===== src/rtl/video_sync_decoder.sv =====
// Camera sync front end: registers the raw LVAL/FVAL/strobe interface, tracks column/row,
// applies the active-window crop and keeps frame / short-line statistics.
// Optional feature macro: VIDEO_SYNC_TEST_PATTERN_EN (adds tp_enable, pixel = col+row).
module video_sync_decoder #(
  parameter int PIX_W    = 12,
  parameter int COL_W    = 11,
  parameter int ROW_W    = 11,
  parameter int H_START  = 0,
  parameter int H_ACTIVE = 1024,
  parameter int V_START  = 0,
  parameter int V_ACTIVE = 768
) (
  input  logic             clk,
  input  logic             rst,
  input  logic [PIX_W-1:0] cam_pixel,
  input  logic             cam_strobe,
  input  logic             cam_lval,
  input  logic             cam_fval,
`ifdef VIDEO_SYNC_TEST_PATTERN_EN
  input  logic             tp_enable,
`endif
  output logic [PIX_W-1:0] vid_pixel,
  output logic             vid_pixsync,
  output logic             vid_hblank,
  output logic             vid_vblank,
  output logic             vid_visible,
  output logic [COL_W-1:0] vid_col,
  output logic [ROW_W-1:0] vid_row,
  output logic [15:0]      stat_frames,
  output logic [7:0]       stat_short,
  output logic [1:0]       dbg_state
);

  typedef enum logic [1:0] {ST_SYNC, ST_IDLE, ST_FBLANK, ST_LINE} state_t;

  localparam logic [COL_W-1:0] COL_MAX = '1;
  localparam logic [ROW_W-1:0] ROW_MAX = '1;
  localparam logic [COL_W:0]   H_LO = (COL_W+1)'(H_START);
  localparam logic [COL_W:0]   H_HI = (COL_W+1)'(H_START + H_ACTIVE);
  localparam logic [ROW_W:0]   V_LO = (ROW_W+1)'(V_START);
  localparam logic [ROW_W:0]   V_HI = (ROW_W+1)'(V_START + V_ACTIVE);
  localparam int               SUM_W = ((COL_W > ROW_W) ? COL_W : ROW_W) + 1;

  state_t             state, next_state;
  logic [PIX_W-1:0]   pix_q;
  logic               strobe_q, lval_q, fval_q;
  logic [COL_W-1:0]   col, col_cur, col_inc;
  logic [ROW_W-1:0]   row, row_inc;
  logic               line_start, line_end, frame_start, emit;
  logic               h_ok, v_ok, short_hit;
  logic [PIX_W-1:0]   pix_src;
  logic [SUM_W-1:0]   tp_sum;

  // fval_q resets high so SYNC only leaves after a real fval=0 has been sampled.
  always_ff @(posedge clk) begin
    if (!rst) begin
      pix_q    <= '0;
      strobe_q <= 1'b0;
      lval_q   <= 1'b0;
      fval_q   <= 1'b1;
    end else begin
      pix_q    <= cam_pixel;
      strobe_q <= cam_strobe;
      lval_q   <= cam_lval;
      fval_q   <= cam_fval;
    end
  end

  always_ff @(posedge clk) begin
    if (!rst) state <= ST_SYNC;
    else      state <= next_state;
  end

  always_comb begin
    next_state = state;
    case (state)
      ST_SYNC:   if (!fval_q) next_state = ST_IDLE;
      ST_IDLE:   if (fval_q) next_state = ST_FBLANK;
      ST_FBLANK: if (!fval_q) next_state = ST_IDLE;
                 else if (lval_q) next_state = ST_LINE;
      ST_LINE:   if (!fval_q) next_state = ST_IDLE;
                 else if (!lval_q) next_state = ST_FBLANK;
      default:   next_state = ST_SYNC;
    endcase
  end

  // The FBLANK->LINE cycle already belongs to the new line, so a strobe there is col 0.
  always_comb begin
    frame_start = (state == ST_IDLE) && fval_q;
    line_start  = (state == ST_FBLANK) && fval_q && lval_q;
    line_end    = (state == ST_LINE) && (!fval_q || !lval_q);
    emit        = strobe_q && (line_start || ((state == ST_LINE) && fval_q && lval_q));
    col_cur     = line_start ? '0 : col;
    col_inc     = (col_cur == COL_MAX) ? col_cur : col_cur + 1'b1;
    row_inc     = (row == ROW_MAX) ? row : row + 1'b1;
    h_ok        = ({1'b0, col_cur} >= H_LO) && ({1'b0, col_cur} < H_HI) && (col_cur != COL_MAX);
    v_ok        = ({1'b0, row} >= V_LO) && ({1'b0, row} < V_HI);
    short_hit   = line_end && ({1'b0, col} < H_HI) && v_ok;
    tp_sum      = SUM_W'(col_cur) + SUM_W'(row);
  end

`ifdef VIDEO_SYNC_TEST_PATTERN_EN
  assign pix_src = tp_enable ? PIX_W'(tp_sum) : pix_q;
`else
  assign pix_src = pix_q;
`endif

  always_ff @(posedge clk) begin
    if (!rst) begin
      vid_pixel   <= '0;
      vid_pixsync <= 1'b0;
      vid_visible <= 1'b0;
      vid_hblank  <= 1'b1;
      vid_vblank  <= 1'b1;
      vid_col     <= '0;
      vid_row     <= '0;
      col         <= '0;
      row         <= '0;
      stat_frames <= '0;
      stat_short  <= '0;
    end else begin
      vid_pixsync <= emit;
      vid_visible <= emit && h_ok && v_ok;
      vid_hblank  <= (next_state != ST_LINE);
      vid_vblank  <= (next_state == ST_SYNC) || (next_state == ST_IDLE);
      if (emit) begin
        vid_pixel <= pix_src;
        vid_col   <= col_cur;
        vid_row   <= row;
        col       <= col_inc;
      end else if (line_start) begin
        col <= '0;
      end
      if (frame_start) begin
        stat_frames <= stat_frames + 16'd1;
        stat_short  <= '0;
        row         <= '0;
      end
      if (line_end) row <= row_inc;
      if (short_hit && stat_short != 8'hFF) stat_short <= stat_short + 8'd1;
    end
  end

  assign dbg_state = state;

  logic unused_tp;
  assign unused_tp = ^tp_sum;

endmodule


===== config.mk =====
export PLATFORM = sky130hd
export DESIGN_NAME = video_sync_decoder
export DESIGN_NICKNAME = d
export VERILOG_FILES = /design/src/rtl/video_sync_decoder.sv
export SDC_FILE = /design/constraint.sdc
export NUM_CORES = 1
export LEC_CHECK = 0
export BUFFER_PORTS_ARGS = -buffer_cell sky130_fd_sc_hd__buf_2
export CAP_MARGIN = 20
export CORE_MARGIN = 5
export CORE_UTILIZATION = 35
export DETAILED_ROUTE_END_ITERATION = 10
export SLEW_MARGIN = 20
export SYNTH_ARGS = -nofsm -noshare
export SYNTH_HDL_FRONTEND = slang
export SYNTH_SLANG_ARGS = --single-unit

===== constraint.sdc =====
create_clock -name clk -period 3.5 [get_ports clk]
set_input_delay 0.175 -clock clk [delete_from_list [all_inputs] [get_ports clk]]
set_output_delay 0.175 -clock clk [all_outputs]
set_load 0.05 [all_outputs]

==> results of run 1 <==
## metrics by stage
| stage | worst slack [ns] | hold WS, ns |
|---|---|---|
| after floorplan | 0.913 | 0.276 |
| after global placement | 1.19 | 0.380 |
| after detailed placement | 1.07 | 0.384 |
| after CTS | 1.04 | 0.0275 |
| after global routing | 0.835 | 0.0272 |
| final | 1.03 | 0.0392 |
## per-layer routing
| metal | global-route usage (%) | wire length [um] | vias to the layer above |
|---|---|---|---|
| met2 | 22.4 | 4490 | 71 |
| met4 | 4.44 | 178 | 0 |
| met3 | 3.89 | 447 | 15 |
| li1 | - | - | 1738 |
| met1 | 17.2 | 4280 | 1612 |
| met5 | 0 | 0 | - |
## flip-flops by register name (all words and copies together) (netlist names), 8 cells and up
name and flops:
vid_row 11, vid_col 11, pix_q 12, stat_frames 16, vid_pixel 12, col 11, row 11, stat_short 8
## worst max-delay path by stage
stage	from	endpoint	slack [ns]	cells after the start
6_report	dbg_state[0]	col[0]	1.03	9
5_1_grt	dbg_state[0]	col[0]	0.83	9
4_1_cts	dbg_state[0]	col[0]	1.04	9
3_5_place_dp	dbg_state[0]	col[0]	1.07	9
3_3_place_gp	dbg_state[0]	col[0]	1.19	9
2_1_floorplan	dbg_state[0]	col[0]	0.91	10
## kinds of logic after synthesis
group	count (synthesis)
AO/OA/AOI/OAI	72
XOR/XNOR	28
adder cells (fa/ha/maj)	4
buffers and inverters	33
flip-flops	101
multiplexers	1
AND/OR/NAND/NOR	233
## layout make-up
type,count,share of cell area (%)
inverter,5,0.389
multi-input combinational,338,39.2
timing repair buffer,85,9.07
clock buffer,13,5.39
sequential,101,41.9
tap,143,3.70
clock inverter,3,0.414
## cell usage in the layout (no fill, tap or decap), types with 2 or more instances in the layout
cell type	instances
a21o_1	2
a21oi_1	45
and2_1	18
and3_1	5
and4_1	6
buf_2	80
buf_4	5
clkbuf_1	2
clkbuf_16	9
clkbuf_8	2
clkinvlp_4	2
dfxtp_1	101
ha_1	4
inv_1	4
nand2_1	92
nand3_1	26
nand4_1	12
nor2_1	40
nor2b_1	3
nor3_1	10
nor4_2	2
nor4b_2	2
o211ai_1	3
o21ai_0	8
o311ai_0	2
or3_1	4
xnor2_1	13
xor2_1	15
## where the power goes
group	switching, W	total [W]	internal [W]
combinational	0.0000447	0.0000647	0.0000200
sequential	0.00000850	0.00117	0.00116
clock	0.000414	0.000934	0.000520
## cell usage after synthesis, types with 6 or more instances
| cell type | instances |
|---|---|
| a21oi_1 | 45 |
| xnor2_1 | 13 |
| nand4_1 | 12 |
| dfxtp_1 | 101 |
| nor3_1 | 10 |
| nor2_1 | 40 |
| buf_1 | 8 |
| and4_1 | 6 |
| nand2_1 | 92 |
| nand3_1 | 26 |
| xor2_1 | 15 |
| o21ai_0 | 8 |
| clkbuf_1 | 14 |
| and2_1 | 18 |
==> out/qor.csv, run 1 <==
stage;metric;value;unit
run_status;status;finished clean;
route;drc;0;
timing;post-route-period-util;70.7;%
timing;fmax;0.404;GHz
placed_design;dp_hpwl;6.54;mm
setup_path;cp_top_family;simple AND/OR/NAND/NOR gates;
setup_path;rrSetupSlack;1.03;ns
floorplanning;start_util;35.7;%
clock_network;clk_pin_slew_worst_paths;0.07;ns
final_layout;ff_latch_area;0.00202;mm2
clock_network;insertion_delay;0.34;ns
clock_network;htreeDepth;3;
final_layout;syn_to_final_growth;19.1;%
final_layout;antenna-diode-count;0;
synth;synthSimpleGateAreaFrac;28.9;%
synth;yosysSeqAreaShare;49.8;%
synth;yosysWarnings;0;
final_layout;fillers;1139;
timing;layout_min_cycle_time;2.47;ns
global_routing;grt_pass1_vias;3313;
timing;maxSlewViolCount;0;
placed_design;dpl.cell_count;672;
route;wl;9.39;mm
power_and_ir_drop;peakVddDrop;0.276;mV
timing;hold_violations;0;
floorplanning;coreArea;0.0114;mm2
route;wl_per_cell;13.7;um
worst_hold_path;hold_path_class;in2reg;
clock_network;cts-buffers-inserted;9;
setup_path;crit_chain;nand4b_1 -> buf_4 -> and2_1 -> ha_1 -> nand3_1 -> nor4b_2 -> nor2_1 -> xnor2_1 -> nor2_1;
synth;synth_edf_count;0;
setup_path;crit_fanout;21;
clock_network;cts_tree;done;
floorplanning;std_cell_rows;39;
floorplanning;die_x;118;um
route;num_vias;3436;
setup_path;critical_path_class;reg2reg;
power_and_ir_drop;power;0.00217;W
clock_network;cts_num_sinks;101;
final_layout;drive_gt1_share;20.4;%
global_routing;gr-total-overflow;0;
timing;tns;0;ns
final_layout;instances_no_fill;688;
setup_path;critical_path.max_stage_delay;0.51;ns
synth;synthAdderAreaFrac;1.23;%
synth;synth-seq-cells;101;
synth;ys_top_cells_by_area;dfxtp_1 50%, nand2_1 8.5%, a21oi_1 5.6%;
timing;finalSetupViolCount;0;
route;antenna_left;0;
setup_path;crit_required;3.72;ns
final_layout;fin_area;0.00483;mm2
worst_hold_path;hold_depth;2;
setup_path;r2r_cells;9;
setup_path;reg2reg_to;col[0];
timing;fin_skew;0.00399;ns
setup_path;startpoint_type;flop;
final_layout;num-nets-final;561;
placed_design;placed_cell_area;0.00455;mm2
route;drt_iter0_markers;254;
floorplanning;die_height;118;um
clock_network;clockRootBuffer;clkbuf_16;
power_and_ir_drop;p_per_area;449;mW/mm2
global_routing;grtUsageTotal;13.6;%
global_routing;antenna_found_initial;0;
synth;syn_avg_cell_area;8.60;um2
worst_hold_path;worstHoldStart;cam_pixel[2];
synth;synth_cell_types;53;
global_routing;grt_pass1_wl;16.1;mm
synth;synth_top_family_by_area;simple AND/OR/NAND/NOR gates;
clock_network;cts_setup_buffers;0;
route;first_pass_iters;4;
setup_path;r2r_start;dbg_state[0];
clock_network;ctsHoldBuffers;0;
timing;tightest_slew;0.643;ns
synth;synthMuxAreaShare;0.247;%
synth;synth_top_cell_area_share;49.8;%
floorplanning;pin_count;81;
timing;rsz0062_at_grt;false;
setup_path;cp-end-kind;flop;
synth;syn-num-nets;493;
timing;relSlewSlack;57.1;%
setup_path;slowest_stage;dfxtp_1;
power_and_ir_drop;leakage;1.88;nW
run;maxCapViolations;0;
clock_network;cts_resized;0;
synth;ys.flop_type;dfxtp_1;
placed_design;place.gp.congestion;0.807;
synth;synthXorXnorAreaFrac;6.04;%
synth;syn_area;0.00406;mm2
synth;yosysTopAreaCell;dfxtp_1;
floorplanning;dieArea;0.0138;mm2
route;via_per_inst;4.99;
setup_path;path_buf_inv;1;
final_layout;utilization;42.5;%
final_layout;multiInputGateArea;0.00189;mm2
placed_design;port_buffers;80;
setup_path;path_common_cell;nor2_1;
clock_network;clock_path_buffers;2;
synth;async_flop_share;0;%
worst_hold_path;holdPathEnd;pix_q[2];
synth;synth_compound_area_share;10.3;%
setup_path;critPathArrivalTime;2.69;ns
synth;postSynthCellCount;472;
global_routing;grt_max_degree;35;
Power figures use the tool's default switching activity.
==> inputs of run 2 (changes only) <==
--- a/config.mk
+++ b/config.mk
@@ -5,6 +5,7 @@
 export SDC_FILE = /design/constraint.sdc
 export NUM_CORES = 1
 export LEC_CHECK = 0
+export ABC_AREA = 1
 export BUFFER_PORTS_ARGS = -buffer_cell sky130_fd_sc_hd__buf_2
 export CAP_MARGIN = 20
 export CORE_MARGIN = 5
==> constraint.sdc (replaced) <==
create_clock -name clk -period 2.5 [get_ports clk]
set_input_delay 0.125 -clock clk [delete_from_list [all_inputs] [get_ports clk]]
set_output_delay 0.125 -clock clk [all_outputs]
set_load 0.05 [all_outputs]
==> out/qor.csv, run 2 <==
stage;metric;value;unit;change
run_status;status;complete, but fails checks;;was finished clean
run_status;violations;negative hold slack;;
power_and_ir_drop;leakage;2.46;nW;was 1.88 nW
global_routing;grt_pass1_wl;16.9;mm;was 16.1 mm
synth;ys_top_cells_by_area;dfxtp_1 47%, nand2_1 9.1%, nor2_1 6.8%;;was dfxtp_1 50%, nand2_1 8.5%, a21oi_1 5.6%
global_routing;antenna_found_initial;0;;unchanged
clock_network;cts_tree;done;;unchanged
placed_design;dp_hpwl;7.27;mm;was 6.54 mm
synth;postSynthCellCount;578;;was 472
clock_network;cts_setup_buffers;0;;unchanged
route;wl_per_cell;12.3;um;was 13.7 um
route;num_vias;3905;;was 3436
setup_path;critical_path_class;reg2reg;;unchanged
setup_path;r2r_cells;14;;was 9
clock_network;htreeDepth;3;;unchanged
timing;hold_slack;-0.00554;ns;was 0.0392 ns
global_routing;grt_max_degree;35;;unchanged
floorplanning;die_x;120;um;was 118 um
synth;syn_area;0.00426;mm2;was 0.00406 mm2
route;wl;10.1;mm;was 9.39 mm
timing;finalSetupViolCount;0;;unchanged
clock_network;cts_num_sinks;101;;unchanged
route;drc;0;;unchanged
timing;fin_skew;0.00962;ns;was 0.00399 ns
synth;yosysMostFrequentCell;nand2_1;;was dfxtp_1
setup_path;cp-end-kind;flop;;unchanged
synth;synth_common_cells;103 x nand2_1, 101 x dfxtp_1, 77 x nor2_1;;was 101 x dfxtp_1, 92 x nand2_1, 45 x a21oi_1
floorplanning;die_height;120;um;was 118 um
timing;hold_violations;1;;was 0
final_layout;final_common_cell;nand2_1;;was dfxtp_1
route;first_pass_iters;5;;was 4
global_routing;grt_pass1_vias;3711;;was 3313
timing;rsz0062_at_grt;false;;unchanged
global_routing;gr-total-overflow;0;;unchanged
power_and_ir_drop;p_per_area;612;mW/mm2;was 449 mW/mm2
worst_hold_path;hold_path_class;in2reg;;unchanged
synth;ys.flop_type;dfxtp_1;;unchanged
floorplanning;start_util;35.6;%;was 35.7%
floorplanning;std_cell_rows;40;;was 39
timing;post-route-period-util;87.3;%;was 70.7%
setup_path;crit_chain;inv_2 -> nand4_4 -> nand2_1 -> inv_1 -> ha_1 -> nand2_1 -> inv_1 -> nand3_2 -> nor2_1 -> nand3_2 -> nand2_1 -> inv_1 -> nor2_1 -> nor2_1;;was nand4b_1 -> buf_4 -> and2_1 -> ha_1 -> nand3_1 -> nor4b_2 -> nor2_1 -> xnor2_1 -> nor2_1
placed_design;place.gp.congestion;0.837;;was 0.807
power_and_ir_drop;peakVddDrop;0.278;mV;was 0.276 mV
timing;relSlewSlack;70.6;%;was 57.1%
clock_network;insertion_delay;0.34;ns;about the same
setup_path;crit_end;col[0];;unchanged
synth;synth-seq-cells;101;;unchanged
clock_network;clockRootBuffer;clkbuf_16;;unchanged
clock_network;clk_pin_slew_worst_paths;0.07;ns;about the same
synth;synth_cell_types;31;;was 53
final_layout;final_cell_mix;103 x nand2_1, 101 x dfxtp_1, 80 x buf_2;;was 101 x dfxtp_1, 92 x nand2_1, 80 x buf_2
setup_path;critical_path.max_stage_delay;0.41;ns;was 0.51 ns
setup_path;crit_fanout;18;;was 21
final_layout;largest_reg_flops;16;;unchanged
setup_path;slowest_stage;dfxtp_1;;unchanged
timing;layout_min_cycle_time;2.18;ns;was 2.47 ns
setup_path;critPathArrivalTime;2.41;ns;was 2.69 ns
clock_network;clock_path_buffers;2;;unchanged
route;met1_length;4.77;mm;was 4.28 mm
floorplanning;dieArea;0.0145;mm2;was 0.0138 mm2
global_routing;grtUsageTotal;14.1;%;was 13.6%
final_layout;drive_gt1_share;19.0;%;was 20.4%
floorplanning;pin_count;81;;unchanged
timing;tightest_slew;0.441;ns;was 0.643 ns
synth;async_flop_share;0;%;unchanged
run;maxCapViolations;0;;unchanged
timing;maxSlewViolCount;0;;unchanged
final_layout;syn_to_final_growth;22.8;%;was 19.1%
worst_hold_path;hold_depth;3;;was 2
route;top_layer_used;met4;;unchanged
final_layout;num-nets-final;689;;was 561
route;antenna_left;0;;unchanged
setup_path;reg2reg_to;col[0];;unchanged
clock_network;cts-buffers-inserted;9;;unchanged
floorplanning;coreArea;0.0120;mm2;was 0.0114 mm2
synth;syn-num-nets;599;;was 493
final_layout;utilization;43.7;%;was 42.5%
setup_path;crit_required;2.73;ns;was 3.72 ns
synth;yosysWarnings;0;;unchanged
synth;syn_avg_cell_area;7.37;um2;was 8.60 um2
route;met2WireLength;4.56;mm;was 4.49 mm
setup_path;cp-startpoint;dbg_state[0];;unchanged
final_layout;regMostFlops;stat_frames;;unchanged
final_layout;top_regs;stat_frames: 16 flops, pix_q: 12 flops, vid_pixel: 12 flops;;unchanged
synth;yosysSeqAreaShare;47.5;%;was 49.8%
setup_path;startpoint_type;flop;;unchanged
synth;yosysTopAreaCell;dfxtp_1;;unchanged
synth;synth_top_cell_area_share;47.5;%;was 49.8%
power_and_ir_drop;power;0.00320;W;was 0.00217 W
route;via_per_inst;4.76;;was 4.99
timing;fmax;0.458;GHz;was 0.404 GHz
route;drt_iter0_markers;189;;was 254
setup_path;r2r_start;dbg_state[0];;unchanged
timing;tns;0;ns;unchanged
setup_path;rrSetupSlack;0.32;ns;was 1.03 ns
placed_design;port_buffers;80;;unchanged
final_layout;antenna-diode-count;0;;unchanged
route;wl_met3;581;um;was 447 um
synth;synth_edf_count;0;;unchanged
==> run 2: final cells by class <==
cell class	instances	area, um2
Fill cell	1232	6730
Sequential cell	101	2020
Multi-Input combinational cell	381	1850
Timing Repair Buffer	101	593
Inverter	74	278
Clock buffer	9	225
Tap cell	147	184
Clock inverter	7	82.6
==> run 2: power by group <==
group	switching (W)	internal, W	leakage [nW]	total, W
clock	0.000641	0.000792	0.145	0.00143
sequential	0.0000124	0.00163	0.818	0.00164
combinational	0.0000837	0.0000481	1.49	0.000132
==> run 2: metal layers <==
metal	vias up	GRT usage, %
li1	2039	-
met1	1762	17.9
met2	92	23.1
met3	12	4.02
met4	0	5.03
met5	-	0
==> run 2: metrics by stage <==
step / instance area (um2) / hold WS [ns] / setup WS (ns) / cells
3_3_place_gp: 4780 / 0.306 / 0.469 / 790
2_1_floorplan: 4260 / 0.223 / 0.169 / 578
3_5_place_dp: 4780 / 0.310 / 0.352 / 790
5_1_grt: 5230 / 0.00243 / 0.117 / 820
6_report: 5230 / -0.00554 / 0.318 / 820
4_1_cts: 5230 / 0.00348 / 0.339 / 820
==> run 2: worst min-delay path by stage <==
stage                 start  endpoint
2_1_floorplan      cam_lval    lval_q
3_3_place_gp   cam_pixel[3]  pix_q[3]
3_5_place_dp   cam_pixel[7]  pix_q[7]
4_1_cts            cam_lval    lval_q
5_1_grt            cam_lval    lval_q
6_report           cam_lval    lval_q
==> run 2: critical path: cells and delay by family, from the launching register on <==
kind	cells	cell delay, ns
simple gates	9	1.16
flops	1	0.41
buf+inv	4	0.31
fa+ha+maj	1	0.18
==> run 2: what timing repair did <==
item / 4_1_cts / 5_1_grt
gates resized for setup: 0 / 0
hold buffers: 14 / 0
endpoints found under the hold margin: 14 / 0
==> run 2: cells by family after synthesis <==
logic type | after synthesis | synth area share, %
AO/OA/AOI/OAI | 103 | 12.3
AND/OR/NAND/NOR | 270 | 29.1
flip-flops | 101 | 47.5
XOR/XNOR | 4 | 0.822
buffers and inverters | 96 | 9.19
adder cells (fa/ha/maj) | 4 | 1.17
